## config.mk

```make
export PLATFORM = sky130hd
export DESIGN_NAME = nes_pad_receiver_flat
export DESIGN_NICKNAME = d
export VERILOG_FILES = /design/src/rtl/nes_pad_if.sv /design/src/rtl/nes_pad_receiver.sv /design/src/flat_wrapper.sv
export SDC_FILE = /design/constraint.sdc
export NUM_CORES = 1
export LEC_CHECK = 0
export ABC_AREA = 0
export CELL_PAD_IN_SITES_DETAIL_PLACEMENT = 0
export CELL_PAD_IN_SITES_GLOBAL_PLACEMENT = 1
export CORE_ASPECT_RATIO = 1.25
export CORE_MARGIN = 8
export CORE_UTILIZATION = 40
export DETAILED_ROUTE_END_ITERATION = 10
export PLACE_DENSITY_LB_ADDON = 0.1
export SETUP_SLACK_MARGIN = 0.15
export SLEW_MARGIN = 20
export SYNTH_ARGS = -nofsm -noshare
export SYNTH_HDL_FRONTEND = slang
export SYNTH_SLANG_ARGS = --single-unit
```

## constraint.sdc

```tcl
create_clock -name clk -period 2.4 [get_ports clk]
set_input_delay 0.6 -clock clk [delete_from_list [all_inputs] [get_ports clk]]
set_output_delay 0.6 -clock clk [all_outputs]
set_load 0.01 [all_outputs]
```

## src/rtl/nes_pad_if.sv

```systemverilog
// nes_pad_if: poll, pad wires and decoded button state between a pad receiver and its consumer
interface nes_pad_if #(
  parameter int NUM_BITS = 8,
  parameter int NUM_PADS = 1
);
  logic                         poll;
  logic [NUM_PADS-1:0]          pad_data;
  logic                         pad_latch;
  logic                         pad_clk;
  logic [NUM_PADS*NUM_BITS-1:0] buttons;
  logic [NUM_PADS*NUM_BITS-1:0] press_edge;
  logic [NUM_PADS-1:0]          connected;
  logic                         valid;
  logic                         busy;
  modport master (
    output poll, pad_data,
    input  pad_latch, pad_clk, buttons, press_edge, connected, valid, busy
  );
  modport slave (
    input  poll, pad_data,
    output pad_latch, pad_clk, buttons, press_edge, connected, valid, busy
  );
endinterface

```

## src/rtl/nes_pad_receiver.sv

```systemverilog
// nes_pad_receiver: polls up to two NES/SNES shift-register pads and reports button state and press edges
module nes_pad_receiver #(
  parameter int NUM_BITS     = 8,
  parameter int NUM_PADS     = 1,
  parameter int DIV_HALF     = 150,
  parameter int LATCH_CYCLES = 300
) (
  input logic      clk,
  input logic      rst_n,
  nes_pad_if.slave bus
);
  localparam int CNT_MAX = (LATCH_CYCLES > DIV_HALF) ? LATCH_CYCLES : DIV_HALF;
  localparam int CW = $clog2(CNT_MAX + 1);
  localparam int BW = $clog2(NUM_BITS);
  localparam int W = NUM_PADS * NUM_BITS;
  localparam logic [CW-1:0] LATCH_LAST = CW'(LATCH_CYCLES);
  localparam logic [CW-1:0] HALF_LAST = CW'(DIV_HALF - 1);
  localparam logic [BW-1:0] BIT_LAST = BW'(NUM_BITS - 1);
  typedef enum logic [2:0] {IDLE, LATCH, SETTLE, PULSE_LO, PULSE_HI} state_t;
  state_t                       state;
  logic [CW-1:0]                cnt;
  logic [BW-1:0]                bit_idx;
  logic [NUM_PADS-1:0]          sync1;
  logic [NUM_PADS-1:0]          sync2;
  logic [NUM_PADS-1:0]          seen_hi;
  logic [NUM_PADS*(NUM_BITS-1)-1:0] sr;
  logic [NUM_PADS*(NUM_BITS-1)-1:0] sr_next;
  logic [W-1:0]                 sampled;
  logic [W-1:0]                 next_buttons;
  logic [NUM_PADS-1:0]          next_conn;
  logic                         half_done;
  assign half_done = cnt == HALF_LAST;
  // Per pad: shift the inverted current sample in at the top so the first bit ends at index 0;
  // a pad that never showed a released bit is treated as unplugged and its buttons are masked.
  for (genvar p = 0; p < NUM_PADS; p++) begin : g_pad
    assign sampled[p*NUM_BITS +: NUM_BITS] = {~sync2[p], sr[p*(NUM_BITS-1) +: NUM_BITS-1]};
    assign sr_next[p*(NUM_BITS-1) +: NUM_BITS-1] = sampled[p*NUM_BITS+1 +: NUM_BITS-1];
    assign next_conn[p] = seen_hi[p] | sync2[p];
    assign next_buttons[p*NUM_BITS +: NUM_BITS] = next_conn[p] ? sampled[p*NUM_BITS +: NUM_BITS] : '0;
  end
  // Two-flop synchroniser for the asynchronous pad data lines
  always_ff @(posedge clk) begin
    if (!rst_n) begin
      sync1 <= '0;
      sync2 <= '0;
    end else begin
      sync1 <= bus.pad_data;
      sync2 <= sync1;
    end
  end
  // Read sequencer: latch, settle, then clock pulses; the last sample commits all outputs together
  always_ff @(posedge clk) begin
    if (!rst_n) begin
      state          <= IDLE;
      cnt            <= '0;
      bit_idx        <= '0;
      sr             <= '0;
      seen_hi        <= '0;
      bus.pad_latch  <= 1'b0;
      bus.pad_clk    <= 1'b1;
      bus.buttons    <= '0;
      bus.press_edge <= '0;
      bus.connected  <= '0;
      bus.valid      <= 1'b0;
      bus.busy       <= 1'b0;
    end else begin
      bus.valid <= 1'b0;
      case (state)
        IDLE: begin
          if (bus.poll) begin
            state    <= LATCH;
            cnt      <= '0;
            bit_idx  <= '0;
            seen_hi  <= '0;
            bus.busy <= 1'b1;
          end
        end
        LATCH: begin
          if (cnt == LATCH_LAST) begin
            state         <= SETTLE;
            cnt           <= '0;
            bus.pad_latch <= 1'b0;
          end else begin
            cnt           <= cnt + 1'b1;
            bus.pad_latch <= 1'b1;
          end
        end
        SETTLE: begin
          if (half_done) begin
            state       <= PULSE_LO;
            cnt         <= '0;
            bit_idx     <= bit_idx + 1'b1;
            sr          <= sr_next;
            seen_hi     <= next_conn;
            bus.pad_clk <= 1'b0;
          end else begin
            cnt <= cnt + 1'b1;
          end
        end
        PULSE_LO: begin
          if (half_done) begin
            state       <= PULSE_HI;
            cnt         <= '0;
            bus.pad_clk <= 1'b1;
          end else begin
            cnt <= cnt + 1'b1;
          end
        end
        PULSE_HI: begin
          if (bus.valid) begin
            state    <= IDLE;
            bus.busy <= 1'b0;
          end else if (half_done) begin
            cnt     <= '0;
            sr      <= sr_next;
            seen_hi <= next_conn;
            if (bit_idx == BIT_LAST) begin
              bus.buttons    <= next_buttons;
              bus.press_edge <= next_buttons & ~bus.buttons;
              bus.connected  <= next_conn;
              bus.valid      <= 1'b1;
            end else begin
              state       <= PULSE_LO;
              bit_idx     <= bit_idx + 1'b1;
              bus.pad_clk <= 1'b0;
            end
          end else begin
            cnt <= cnt + 1'b1;
          end
        end
        default: state <= IDLE;
      endcase
    end
  end
endmodule
```

## src/flat_wrapper.sv

```systemverilog
// flat-port wrapper written by rule: the top's interface ports become plain ports
module nes_pad_receiver_flat 
#(
  parameter int NUM_BITS     = 8,
  parameter int NUM_PADS     = 1,
  parameter int DIV_HALF     = 150,
  parameter int LATCH_CYCLES = 300
)
  (clk, rst_n, bus_poll, bus_pad_data, bus_pad_latch, bus_pad_clk, bus_buttons, bus_press_edge, bus_connected, bus_valid, bus_busy);
  nes_pad_if #(.NUM_BITS(NUM_BITS), .NUM_PADS(NUM_PADS)) bus_i ();
  input logic clk;
  input logic rst_n;
  input wire logic [$bits(bus_i.poll)-1:0] bus_poll;
  input wire logic [$bits(bus_i.pad_data)-1:0] bus_pad_data;
  output wire logic [$bits(bus_i.pad_latch)-1:0] bus_pad_latch;
  output wire logic [$bits(bus_i.pad_clk)-1:0] bus_pad_clk;
  output wire logic [$bits(bus_i.buttons)-1:0] bus_buttons;
  output wire logic [$bits(bus_i.press_edge)-1:0] bus_press_edge;
  output wire logic [$bits(bus_i.connected)-1:0] bus_connected;
  output wire logic [$bits(bus_i.valid)-1:0] bus_valid;
  output wire logic [$bits(bus_i.busy)-1:0] bus_busy;
  assign bus_i.poll = bus_poll;
  assign bus_i.pad_data = bus_pad_data;
  assign bus_pad_latch = bus_i.pad_latch;
  assign bus_pad_clk = bus_i.pad_clk;
  assign bus_buttons = bus_i.buttons;
  assign bus_press_edge = bus_i.press_edge;
  assign bus_connected = bus_i.connected;
  assign bus_valid = bus_i.valid;
  assign bus_busy = bus_i.busy;
  nes_pad_receiver #(.NUM_BITS(NUM_BITS), .NUM_PADS(NUM_PADS), .DIV_HALF(DIV_HALF), .LATCH_CYCLES(LATCH_CYCLES)) u_core (.clk(clk), .rst_n(rst_n), .bus(bus_i));
endmodule
```

==> results of run 1 <==
## cell usage after synthesis (all sizes together) (4+ instances only)
library cell / instances / area (um2)
a211oi: 9 / 67.6
dfxtp: 46 / 921
buf: 5 / 25.0
nand4: 5 / 37.5
inv: 5 / 18.8
o31ai: 10 / 75.1
nor4b: 4 / 47.6
nand3: 26 / 130
a21oi: 24 / 120
xnor2: 6 / 52.6
clkbuf: 10 / 38.8
nor2: 7 / 26.3
o21ai: 7 / 35.0
ha: 5 / 62.6
mux2i: 4 / 40.0
nand2: 19 / 71.3
## flip-flops by register name (all words and copies together), names as in the netlist
name                   cells
u_core.seen_hi             1
u_core.state               3
u_core.sr                  7
u_core.sync2               1
u_core.bus.busy            1
u_core.bus.press_edge      8
u_core.sync1               1
u_core.bus.connected       1
u_core.bit_idx             3
u_core.cnt                 9
u_core.bus.pad_clk         1
u_core.bus.buttons         8
u_core.bus.valid           1
u_core.bus.pad_latch       1
## cell families after synthesis
group                    after synthesis  share of synthesized area (%)
AO/OA/AOI/OAI                         65                           21.4
XOR/XNOR                               8                           3.29
adder cells (fa/ha/maj)                5                           2.93
buffers and inverters                 20                           3.87
flip-flops                            46                           43.2
multiplexers                           4                           1.88
AND/OR/NAND/NOR                       87                           23.5
## metrics by stage
| stage | area [um2] | power [mW] | std cells |
|---|---|---|---|
| 6_report | 2540 | 1.76 | 322 |
| 5_1_grt | 2540 | 1.88 | 322 |
| 4_1_cts | 2540 | 1.79 | 322 |
| 3_5_place_dp | 2460 | 1.32 | 314 |
| 3_3_place_gp | 2460 | 1.33 | 314 |
| 2_1_floorplan | 2130 | 1.19 | 235 |
## layer usage
metal	up-vias	GRT usage, %	part of all wire [%]
met2	36	20.4	47
li1	926	-	-
met5	-	0	0
met4	0	4.41	1.8
met1	822	16.3	46
met3	8	3.24	5.4
## area by class of cell
class | count | area, um2
Clock buffer | 6 | 72.6
Clock inverter | 2 | 13.8
Fill cell | 509 | 2570
Inverter | 5 | 18.8
Multi-Input combinational cell | 169 | 1130
Sequential cell | 46 | 921
Tap cell | 62 | 77.6
Timing Repair Buffer | 32 | 313
## path summary, 6_finish.rpt
kind                              endpoint  slack, ns
setup / recovery                 bus_valid       0.30
hold / removal    u_core.bus.press_edge[7]       0.46
setup reg to reg             u_core.cnt[1]       0.46
hold reg to reg   u_core.bus.press_edge[7]       0.46
## report_power, final
group	switching (mW)	total (mW)	internal, mW
registers	0.0783	0.880	0.802
logic	0.252	0.424	0.172
clock network	0.254	0.459	0.206
total	0.584	1.76	1.18
==> metrics.cfg, run 1 <==
[routing]
detail_route.wirelength_um = 4830
postRouteAntennaNets = 0
drcViolationCount = 0
initialDrtViolationCount = 63
wl_per_cell_um = 15.0
vias = 1792
viasPerCell = 5.57
firstDrtPassIters = 5

[clock_tree]
clk_pin_slew_ns = 0.08
post_cts_buffers = 0
cts_root_buffer = clkbuf_8
cts_tree = yes
clk-insertion-delay-late_ns = 0.29
cts_hold_buffers = 0
cts_buffers = 5
cts_resized = 0
clock_sinks = 46
cts_htree_levels = 2
clockBufferDepth = 2

[timing]
fin_tns_setup_ns = 0
min_period_ns = 2.10
fin_skew_ns = 0.00654
slew_headroom_pct = 62.6
worst_pin_slew_ns = 0.558
rsz0062_at_grt = no
setup_slack_ns = 0.298
setup_viol = 0
hold_viol = 0
fin_hold_ws_ns = 0.458
max_freq_ghz = 0.476
maxSlewViolCount = 0
fin_crit_sh_pct = 87.6

[critical_path]
crit_buf_inv = 1
worstSetupEndpointType = output port
cp_slowest_cell = clkdlybuf4s50_1
critical_path.max_stage_delay_ns = 0.62
path_max_fanout = 9
r2r_cells = 4
cp-startpoint = u_core.bus.valid
path_depth = 1
path_cells = clkdlybuf4s50_1
crit_path_start_kind = flip-flop
cp_data_arrival_time_ns = 1.50
cp_data_required_time_ns = 1.80
crit_family = buffers and inverters
rr_startpoint = u_core.cnt[4]
critPathKind = flip-flop to output port

[finish]
final_common_cell = dfxtp_1
n_antenna_cell = 0
postLayoutCoreUtil_pct = 49.7
area_growth_pct = 19.4
mostFrequentLayoutCells = 46 x dfxtp_1, 26 x nand3_1, 24 x a21oi_1, 24 x clkdlybuf4s50_1, 19 x nand2_1
drive_above_1_share_pct = 9.62
nets = 268

[die]
start_util_pct = 41.7
die_w_um = 81.3
dieArea_um2 = 7940
fp.coreArea_um2 = 5120
die_h_um = 97.6
rows = 29
ios = 25

[grt]
grt_pass1_vias = 1742
antenna_found_initial = 0
grt.overflow.total = 0
grt_pass1_wl_um = 8440
grt_max_degree = 40
grtUsageTotal_pct = 12.9

[worst_hold_path]
whs_path_depth = 2
hold_class = flip-flop to flip-flop
min-delay-start = u_core.bus.press_edge[7]

[placement]
place_hpwl_um = 3420
preCtsSetupSlack_ns = 0.129
gp_congestion = 0.852
port_buffers = 24

[synth]
syn_inst = 235
async_flop_share_pct = 0
synth_nets = 244
synth.distinct_cells = 50
syn_area_um2 = 2130
synthFlopType = dfxtp_1
synth_edf_count = 0
synth-seq-cells = 46
synth_area_per_cell_um2 = 9.07
seq_area_frac_synth_pct = 43.2
yosys_warnings = 0

[status]
status = completed

[flow_run]
max_cap_viol_count = 0

[power]
power-per-cell-area_nw_per_um2 = 693
ir_drop_mv = 0.400
leakage_nw = 0.825

Note: power is estimated with default switching activity, not from simulation.
==> run 2: changes to the inputs <==
--- a/config.mk
+++ b/config.mk
@@ -6,6 +6,7 @@
 export NUM_CORES = 1
 export LEC_CHECK = 0
 export ABC_AREA = 0
+export CAP_MARGIN = 20
 export CELL_PAD_IN_SITES_DETAIL_PLACEMENT = 0
 export CELL_PAD_IN_SITES_GLOBAL_PLACEMENT = 1
 export CORE_ASPECT_RATIO = 1.25
==> results of run 2 <==
No change in the layout: final DEF, timing and power equal those of run 1.
